===== src/rtl/gol_pkg.sv =====
// Shared types and TGA layout constants for the Game of Life pattern loader.
package gol_pkg;

    localparam int unsigned DEF_GRID_SIZE = 16;

    typedef enum logic [2:0] {
        IDLE,
        HEADER,
        ID_SKIP,
        PIXELS,
        TRAILER,
        ERROR,
        FINISH
    } loader_state_t;

    typedef enum logic [2:0] {
        ERR_NONE  = 3'd0,
        ERR_TYPE  = 3'd1,
        ERR_SIZE  = 3'd2,
        ERR_BPP   = 3'd3,
        ERR_TRUNC = 3'd4
    } loader_err_t;

    // Byte offsets within the 18-byte TGA header
    localparam logic [4:0] OFF_ID_LEN    = 5'd0;
    localparam logic [4:0] OFF_CMAP_TYPE = 5'd1;
    localparam logic [4:0] OFF_IMG_TYPE  = 5'd2;
    localparam logic [4:0] OFF_WIDTH_LO  = 5'd12;
    localparam logic [4:0] OFF_WIDTH_HI  = 5'd13;
    localparam logic [4:0] OFF_HEIGHT_LO = 5'd14;
    localparam logic [4:0] OFF_HEIGHT_HI = 5'd15;
    localparam logic [4:0] OFF_BPP       = 5'd16;
    localparam logic [4:0] OFF_DESC      = 5'd17;

    localparam logic [7:0] IMG_TRUECOLOR = 8'd2;
    localparam logic [7:0] IMG_GRAY      = 8'd3;

endpackage


===== src/rtl/gol_tga_header.sv =====
// Captures TGA header fields from the byte stream and validates them on the final header byte.
module gol_tga_header
    import gol_pkg::*;
#(
    parameter int unsigned GRID_SIZE = DEF_GRID_SIZE
) (
    input  logic        clk,
    input  logic        rst_n,
    input  logic        clear,
    input  logic        byte_en,
    input  logic [7:0]  data,
    output logic [7:0]  id_len,
    output logic        bpp24,
    output logic        top_left,
    output logic        hdr_ok,
    output logic        hdr_err,
    output loader_err_t hdr_code
);

    logic [4:0] cnt;
    logic [7:0] cmap, itype, w_lo, w_hi, h_lo, h_hi, bpp;
    logic       desc_top;
    logic       at_last, type_ok, size_ok, bpp_ok;

    always_ff @(posedge clk) begin
        if (!rst_n || clear) begin
            cnt      <= '0;
            id_len   <= '0;
            cmap     <= '0;
            itype    <= '0;
            w_lo     <= '0;
            w_hi     <= '0;
            h_lo     <= '0;
            h_hi     <= '0;
            bpp      <= '0;
            desc_top <= 1'b0;
        end else if (byte_en) begin
            if (cnt != OFF_DESC) cnt <= cnt + 5'd1;
            case (cnt)
                OFF_ID_LEN:    id_len   <= data;
                OFF_CMAP_TYPE: cmap     <= data;
                OFF_IMG_TYPE:  itype    <= data;
                OFF_WIDTH_LO:  w_lo     <= data;
                OFF_WIDTH_HI:  w_hi     <= data;
                OFF_HEIGHT_LO: h_lo     <= data;
                OFF_HEIGHT_HI: h_hi     <= data;
                OFF_BPP:       bpp      <= data;
                OFF_DESC:      desc_top <= data[5];
                default: ;
            endcase
        end
    end

    always_comb begin
        at_last = byte_en && (cnt == OFF_DESC);
        type_ok = (cmap == 8'd0) && (itype == IMG_GRAY || itype == IMG_TRUECOLOR);
        size_ok = ({w_hi, w_lo} == 16'(GRID_SIZE)) && ({h_hi, h_lo} == 16'(GRID_SIZE));
        bpp_ok  = (itype == IMG_GRAY) ? (bpp == 8'd8) : (bpp == 8'd24);
        if (!type_ok)      hdr_code = ERR_TYPE;
        else if (!size_ok) hdr_code = ERR_SIZE;
        else if (!bpp_ok)  hdr_code = ERR_BPP;
        else               hdr_code = ERR_NONE;
        hdr_ok  = at_last && (hdr_code == ERR_NONE);
        hdr_err = at_last && (hdr_code != ERR_NONE);
        bpp24   = (bpp == 8'd24);
        // Descriptor is still on the bus when the checks fire, so bypass the register
        top_left = at_last ? data[5] : desc_top;
    end

endmodule


===== src/rtl/gol_tga_loader.sv =====
// Streaming TGA reader: validates the header, then issues one grid cell write per pixel.
module gol_tga_loader
    import gol_pkg::*;
#(
    parameter int unsigned GRID_SIZE = DEF_GRID_SIZE,
    parameter int unsigned ADDR_W    = $clog2(GRID_SIZE * GRID_SIZE)
) (
    input  logic              clk,
    input  logic              rst_n,
    input  logic              start,
    input  logic [7:0]        in_data,
    input  logic              in_valid,
    input  logic              in_last,
    output logic              in_ready,
    output logic              cell_we,
    output logic [ADDR_W-1:0] cell_addr,
    output logic              cell_alive,
    output logic              busy,
    output logic              done,
    output logic [2:0]        err_code
);

    localparam int unsigned XY_W = (GRID_SIZE > 1) ? $clog2(GRID_SIZE) : 1;
    localparam logic [XY_W-1:0] XY_MAX = XY_W'(GRID_SIZE - 1);

    loader_state_t state;
    loader_err_t   err_q;
    logic [XY_W-1:0] x, y;
    logic [1:0]  pb;
    logic        any_nz, top_q;
    logic [7:0]  skip_cnt;

    logic        xfer, hdr_en, px_last, final_px, nz;
    logic [7:0]  id_len;
    logic        bpp24, top_left, hdr_ok, hdr_err;
    loader_err_t hdr_code;

    always_comb begin
        xfer     = in_valid && in_ready;
        hdr_en   = xfer && (state == HEADER);
        nz       = (in_data != 8'd0);
        px_last  = !bpp24 || (pb == 2'd2);
        final_px = (x == XY_MAX) && (top_q ? (y == XY_MAX) : (y == '0));
    end

    gol_tga_header #(.GRID_SIZE(GRID_SIZE)) u_header (
        .clk      (clk),
        .rst_n    (rst_n),
        .clear    (start && state == IDLE),
        .byte_en  (hdr_en),
        .data     (in_data),
        .id_len   (id_len),
        .bpp24    (bpp24),
        .top_left (top_left),
        .hdr_ok   (hdr_ok),
        .hdr_err  (hdr_err),
        .hdr_code (hdr_code)
    );

    always_ff @(posedge clk) begin
        if (!rst_n) begin
            state      <= IDLE;
            err_q      <= ERR_NONE;
            in_ready   <= 1'b0;
            cell_we    <= 1'b0;
            cell_addr  <= '0;
            cell_alive <= 1'b0;
            busy       <= 1'b0;
            done       <= 1'b0;
            err_code   <= '0;
            x          <= '0;
            y          <= '0;
            pb         <= '0;
            any_nz     <= 1'b0;
            top_q      <= 1'b0;
            skip_cnt   <= '0;
        end else begin
            cell_we <= 1'b0;
            done    <= 1'b0;
            case (state)
                IDLE: if (start) begin
                    state    <= HEADER;
                    in_ready <= 1'b1;
                    busy     <= 1'b1;
                    err_code <= ERR_NONE;
                    err_q    <= ERR_NONE;
                end
                HEADER: if (xfer) begin
                    if (in_last) begin
                        state <= FINISH; in_ready <= 1'b0; busy <= 1'b0; done <= 1'b1;
                        err_code <= ERR_TRUNC;
                    end else if (hdr_err) begin
                        state <= ERROR;
                        err_q <= hdr_code;
                    end else if (hdr_ok) begin
                        x        <= '0;
                        y        <= top_left ? '0 : XY_MAX;
                        top_q    <= top_left;
                        pb       <= '0;
                        any_nz   <= 1'b0;
                        skip_cnt <= id_len;
                        state    <= (id_len != 8'd0) ? ID_SKIP : PIXELS;
                    end
                end
                ID_SKIP: if (xfer) begin
                    if (in_last) begin
                        state <= FINISH; in_ready <= 1'b0; busy <= 1'b0; done <= 1'b1;
                        err_code <= ERR_TRUNC;
                    end else begin
                        skip_cnt <= skip_cnt - 8'd1;
                        if (skip_cnt == 8'd1) state <= PIXELS;
                    end
                end
                PIXELS: if (xfer) begin
                    if (px_last) begin
                        cell_we    <= 1'b1;
                        cell_addr  <= ADDR_W'(y) * ADDR_W'(GRID_SIZE) + ADDR_W'(x);
                        cell_alive <= any_nz | nz;
                        any_nz     <= 1'b0;
                        pb         <= '0;
                        x          <= (x == XY_MAX) ? '0 : x + 1'b1;
                        if (x == XY_MAX)
                            y <= top_q ? ((y == XY_MAX) ? '0 : y + 1'b1)
                                       : ((y == '0) ? XY_MAX : y - 1'b1);
                    end else begin
                        pb     <= pb + 2'd1;
                        any_nz <= any_nz | nz;
                    end
                    // A final-pixel in_last ends cleanly; any earlier in_last is truncation
                    if (px_last && final_px && !in_last) begin
                        state <= TRAILER;
                    end else if (in_last) begin
                        state <= FINISH; in_ready <= 1'b0; busy <= 1'b0; done <= 1'b1;
                        err_code <= (px_last && final_px) ? ERR_NONE : ERR_TRUNC;
                    end
                end
                TRAILER, ERROR: if (xfer && in_last) begin
                    state <= FINISH; in_ready <= 1'b0; busy <= 1'b0; done <= 1'b1;
                    err_code <= (state == ERROR) ? err_q : ERR_NONE;
                end
                FINISH: state <= IDLE;
                default: state <= IDLE;
            endcase
        end
    end

endmodule


===== config.mk =====
export PLATFORM = sky130hd
export DESIGN_NAME = gol_tga_loader
export DESIGN_NICKNAME = d
export VERILOG_FILES = /design/src/rtl/gol_pkg.sv /design/src/rtl/gol_tga_header.sv /design/src/rtl/gol_tga_loader.sv
export SDC_FILE = /design/constraint.sdc
export NUM_CORES = 1
export LEC_CHECK = 0
export BUFFER_PORTS_ARGS = -buffer_cell sky130_fd_sc_hd__buf_2
export CAP_MARGIN = 40
export CORE_MARGIN = 2
export CORE_UTILIZATION = 59
export CTS_CLUSTER_DIAMETER = 80
export CTS_CLUSTER_SIZE = 24
export DETAILED_ROUTE_END_ITERATION = 10
export GPL_TIMING_DRIVEN = 1
export PLACE_DENSITY = 0.81
export SYNTH_ARGS = -nofsm -noshare
export SYNTH_HDL_FRONTEND = slang
export SYNTH_SLANG_ARGS = --single-unit

===== constraint.sdc =====
create_clock -name clk -period 5.85 [get_ports clk]
set_input_delay 1.17 -clock clk [delete_from_list [all_inputs] [get_ports clk]]
set_output_delay 1.17 -clock clk [all_outputs]
set_load 0.02 [all_outputs]

After elaboration in Yosys (flattened, before gate mapping)
Cells that the tools add are included.
{"block": "totals", "register_bits": 112, "input_bits": 13, "out_inout_bits": 16, "elab_cells": 225}
{"block": "classes", "n_addsub": 7, "n_eq_ne": 43, "n_mux": 94, "bitwise": 3, "n_reduce_logical": 53}
{"cell": "3-bit 2-to-1 mux", "count": 26}
{"cell": "4-bit 2-to-1 mux", "count": 18}
{"cell": "8-bit 2-to-1 mux", "count": 6}
{"cell": "16-bit by 5-bit == test with 1-bit output (second input constant)", "count": 2}
{"cell": "2-bit inequality test (second input constant)", "count": 14}
{"cell": "1-bit 2-to-1 mux", "count": 26}
{"cell": "8-bit AND reduction", "count": 3}
{"cell": "5-bit by 4-bit == test with 1-bit output (second input constant)", "count": 4}
{"cell": "2-bit AND reduction", "count": 10}
{"cell": "8-bit by 2-bit == test with 1-bit output (second input constant)", "count": 2}
{"cell": "4-bit case mux with 2 select lines", "count": 2}
{"cell": "8-bit case mux with 2 select lines", "count": 1}
{"cell": "8-bit nonzero test", "count": 2}
{"cell": "3-bit case mux with 5 select lines", "count": 1}
{"cell": "2-bit 2-to-1 mux", "count": 7}
{"cell": "7-bit AND reduction", "count": 2}
{"cell": "1-bit logical AND", "count": 12}
{"cell": "3-bit case mux with 4 select lines", "count": 1}
{"cell": "6-bit AND reduction", "count": 2}
{"cell": "5-bit == test (second input constant)", "count": 2}
{"cell": "5-bit AND reduction", "count": 2}
{"cell": "4-bit by 1-bit adder with 4-bit output (second input constant)", "count": 2}
{"cell": "8-bit by 4-bit adder with 8-bit output", "count": 1}
{"cell": "4-bit == test (second input constant)", "count": 2}
{"cell": "35 further kinds", "count": 50}

Longest topological paths before layout
{"block": "logic_depth", "ltp_word": 12, "depth_mapped": 8, "mapped_depth_nobuf": 8}

Hierarchy
Synthesis repeated with hierarchy kept, for this count alone.
{"block": "hier_totals", "cells_unflattened": 652, "hier_area_um2": 5358.9}
{"mod": "gol_tga_header", "instances": 1, "cells_each": 359, "area_per_inst_um2": 2937.8, "seq_area_each_um2": 1401.3}
{"mod": "gol_tga_loader", "instances": 1, "cells_each": 293, "area_per_inst_um2": 2421.1, "seq_area_each_um2": 820.8}

Worst setup path before layout
Ideal clock, no wire load.
{"block": "synth_timing", "kind": "input to register", "from": "input in_valid", "to": "register y[0]", "setup_time_ps": 132, "arrival_time_ps": 2577, "required_time_ps": 5718, "path_slack_ps": 3141, "cell_stages": 6, "n_path_buf": 0, "cell_sequence": "nand4b_1 nor4_1 o21ai_0 a21oi_4 and3_2 nor3_1"}
{"block": "synth_via", "elab_chain_len": 10, "elab_cells_between_ends": 17, "classes_between": "eq/ne (4); mux (7); reduce/logical (6)"}
{"item": "start: declaration", "line_no": "gol_tga_loader.sv:12", "text": "input logic in_valid,"}
{"item": "1-bit logical AND *", "line_no": "gol_tga_loader.sv:39", "text": "xfer = in_valid && in_ready;"}
{"item": "1-bit logical AND", "line_no": "gol_tga_loader.sv:40", "text": "hdr_en = xfer && (state == HEADER);"}
{"item": "1-bit logical AND", "line_no": "gol_tga_header.sv:55", "text": "at_last = byte_en && (cnt == OFF_DESC);"}
{"item": "1-bit 2-to-1 mux", "line_no": "gol_tga_header.sv:67", "text": "top_left = at_last ? data[5] : desc_top;"}
{"item": "4-bit 2-to-1 mux", "line_no": "gol_tga_loader.sv:97", "text": "y <= top_left ? '0 : XY_MAX;"}
{"item": "4-bit 2-to-1 mux", "line_no": "gol_tga_loader.sv:95", "text": "end else if (hdr_ok) begin"}
{"item": "4-bit 2-to-1 mux", "line_no": "gol_tga_loader.sv:92", "text": "end else if (hdr_err) begin"}
{"item": "4-bit 2-to-1 mux", "line_no": "gol_tga_loader.sv:89", "text": "if (in_last) begin"}
{"item": "4-bit 2-to-1 mux", "line_no": "gol_tga_loader.sv:88", "text": "HEADER: if (xfer) begin"}
{"item": "4-bit case mux with 2 select lines", "line_no": "gol_tga_loader.sv:80", "text": "case (state)"}
{"item": "end signal: assignment", "line_no": "gol_tga_loader.sv:97"}
{"item": "end signal: assignment", "line_no": "gol_tga_loader.sv:123", "text": "y <= top_q ? ((y == XY_MAX) ? '0 : y + 1'b1)"}
{"item": "end: declaration", "line_no": "gol_tga_loader.sv:28", "text": "logic [XY_W-1:0] x, y;"}
Every way passes the cells marked *; elsewhere a longest branch is shown, timed or not. The select of a mux whose other input is x is not followed.
A chain may end at the register's enable or synchronous reset.

Worst setup path in the final report
{"block": "layout_timing", "from": "input in_valid", "to": "register u_header.id_len[1]"}
{"block": "layout_via", "elab_chain_len": 3}
{"item": "1-bit logical AND", "line_no": "gol_tga_loader.sv:39"}
{"item": "1-bit logical AND", "line_no": "gol_tga_loader.sv:40"}
{"item": "2-bit AND reduction (no line)"}
{"item": "end signal: assignment", "line_no": "gol_tga_header.sv:40", "text": "OFF_ID_LEN: id_len <= data;"}
{"item": "end: declaration", "line_no": "gol_tga_header.sv:12", "text": "output logic [7:0] id_len,"}
No other way between the ends.

==> impl_metrics.csv <==
group,metric,value,unit
synth,syn_area_per_cell,8.52,um2
sta,slew_viol_final,0,
synth,synthMuxAreaShare,9.87,%
min_path,hold_path.class,"reg2reg",
die,io_pins,29,
critical_path,cp-start-kind,"input port",
synth,synth-xor-area-share,0.831,%
route,antenna_left,0,
finish,syn_to_final_growth,6.95,%
critical_path,cp_cell_sequence,"buf_2 -> nand4b_1 -> nor2_1 -> and3_1 -> nand2_1 -> nand2_1 -> a21oi_1",
finish,n_antenna_cell,0,
die,die-area,9710,um2
synth,syn-num-nets,644,
grt,grt_antenna_before_repair,0,
synth,synthSimpleGateAreaFrac,25.1,%
sta,worstMarginPinSlew,0.844,ns
finish,nets,644,
clock_network,postCtsHoldBufs,0,
sta,clock_skew,0.0150,ns
clock_network,worstSkewPairLatency,0.38,ns
sta,setup_tns,0,ns
grt,grt_max_degree,43,
critical_path,cp.required,6.10,ns
grt,grt_pass1_vias,4242,
die,coreArea,8680,um2
sta,setup_violations,0,
sta,fmax,326,MHz
die,die-height,98.5,um
synth,synthAdderAreaFrac,2.85,%
clock_network,h-tree-depth,3,
sta,rsz0062_at_grt,"false",
clock_network,clockBufferDepth,2,
critical_path,path_max_fanout,27,
clock_network,cts_made_buffers,9,
critical_path,critPathCaptureType,"register",
route,wirelength,12300,um
clock_network,cts_tree,"yes",
synth,synth-seq-cells,110,
clock_network,post-cts-setup-buffer-count,0,
synth,synth.distinct_cells,63,
sta,finalCriticalPeriod,3.06,ns
status,status,"complete, no violations",
synth,dominantRegCellSynth,"dfxtp_1",
clock_network,cts_resized,0,
finish,final_common_cell,"dfxtp_1",
critical_path,cp_common_cell,"nand2_1",
grt,grt_usage,25.9,%
synth,ys_warn_count,0,
clock_network,clkSinkCount,110,
grt,grt-ovfl-total,0,
critical_path,slowest_delay,0.81,ns
clock_network,cts_root_buf,"clkbuf_8",
pwr,fin_total_pwr,1.40,mW
placement,portBuffers,28,
route,post_drt_wl_per_cell,16.8,um
pwr,p_per_area,249,nW/um2
synth,synth_top_family_by_area,"simple AND/OR/NAND/NOR gates",
job,cap_violations,0,
critical_path,crit_arrival,3.31,ns
die,rows,34,
critical_path,slowest_stage,"and3_1",
synth,synth-compound-area-share,15.0,%
die,dieWidth,98.5,um
sta,period_share,52.4,%
placement,dpl.hpwl,8620,um
sta,report.final.hold_viol_count,0,
pwr,p_leak,1.95,nW
critical_path,critPathKind,"in2reg",
placement,gp_congestion,0.906,
route,drt_iter0_drc,320,
synth,syn_area,5270,um2
route,vias_per_cell,6.25,
synth,synthArstFlopShare,0,%
synth,synth_edf_count,0,
synth,ys_seq_area_share,41.8,%
sta,max_slew_margin,42.9,%
finish,n_fill_cell,699,
finish,mostFrequentLayoutCells,"dfxtp_1 (110), nor2_1 (86), nand2_1 (56)",
clock_network,clk_pin_slew,0.11,ns
grt,grt_pass1_wl,20500,um
pwr,irDropWorstVdd,0.172,mV
finish,drive_gt1_share,10.6,%
route,vias,4575,
die,start_util,60.8,%
route,drc,0,
synth,netlist_instances,619,
route,drt_first_pass_iters,5,
[routing by layer]
| layer | part of all wire [%] | global-route usage, % | vias up |
|---|---|---|---|
| met3 | 6.6 | 5.18 | 14 |
| met5 | 0 | 0 | - |
| met4 | 1.6 | 7.48 | 0 |
| met2 | 48 | 42.3 | 180 |
| li1 | - | - | 2228 |
| met1 | 44 | 35.1 | 2153 |
[final timing paths]
check                             to  depth (start not counted)  slack, ns        start
setup reg to reg  u_header.id_len[1]                          6       2.99     state[0]
hold reg to reg          err_code[0]                          2       0.46  err_code[0]
setup / recovery  u_header.id_len[1]                          7       2.79     in_valid
hold / removal           err_code[0]                          2       0.46  err_code[0]
[worst max-delay path: cells and delay by family]
family | cells | cell delay [ns]
and+or+nand+nor | 5 | 1.93
buffers and inverters | 1 | 0.12
AOI/OAI and AO/OA | 1 | 0.07
[cell usage after synthesis, types with 2 or more instances]
master     instances  area [um2]
nand4b_1           4        35.0
a311oi_1           5        43.8
nand4_1            6        37.5
and3_1            12        75.1
nor4_1            18         113
xnor2_1            3        26.3
inv_1             13        48.8
mux2i_1           52         521
nor3_1            18        90.1
a22oi_1            3        22.5
a31o_2             3        26.3
or3_1              2        12.5
a31oi_1            5        31.3
and2_1             2        12.5
nand2b_1           2        12.5
and3_2             2        15.0
o31ai_1           10        75.1
nor4b_1            5        43.8
a21oi_1           48         240
clkbuf_1          37         139
nor2_1            86         323
nand2_1           56         210
xor2_1             2        17.5
or4_4              2        22.5
o21ai_0           11        55.1
a2111o_1           2        22.5
ha_1              12         150
clkbuf_8           2        27.5
dfxtp_1          110        2200
nand3_1           34         170
or4_1              2        15.0
o211ai_1          10        75.1
nor2b_1            7        43.8
o2bb2ai_1          2        17.5
nor3b_1            3        22.5
[cell families (layout without fill, tap and decap cells)]
family,Yosys count,after routing
AND/OR/NAND/NOR,268,268
AO/OA/AOI/OAI,116,116
flip-flops,110,110
buffers and inverters,56,61
multiplexers,52,52
adder cells (fa/ha/maj),12,12
XOR/XNOR,5,5
[cell type report]
cell class              count  area, um2  area share [%]
multi-input cells         453       2840            50.3
flip-flops and latches    110       2200            39.1
repair buffers             32        194            3.44
well taps                 108        135            2.40
clock buffers               9        124            2.20
clock inverters             7        100            1.78
inverters                  13       48.8           0.865
[where the power goes]
part | internal, mW | switching [mW]
clock network | 0.211 | 0.279
logic | 0.0430 | 0.0934
registers | 0.757 | 0.0195
[stage by stage]
stage          utilization [%]  cells  hold slack (ns)  setup WS [ns]  area (um2)
2_1_floorplan                -    619            0.432           3.14        5270
3_3_place_gp              62.0    714            0.437           2.60        5380
3_5_place_dp              62.4    716            0.444           2.48        5420
4_1_cts                   65.0    732            0.460           2.87        5640
5_1_grt                   65.0    732            0.479           2.64        5640
6_report                  65.0    732            0.460           2.79        5640
Note: power is estimated with default switching activity, not from simulation.
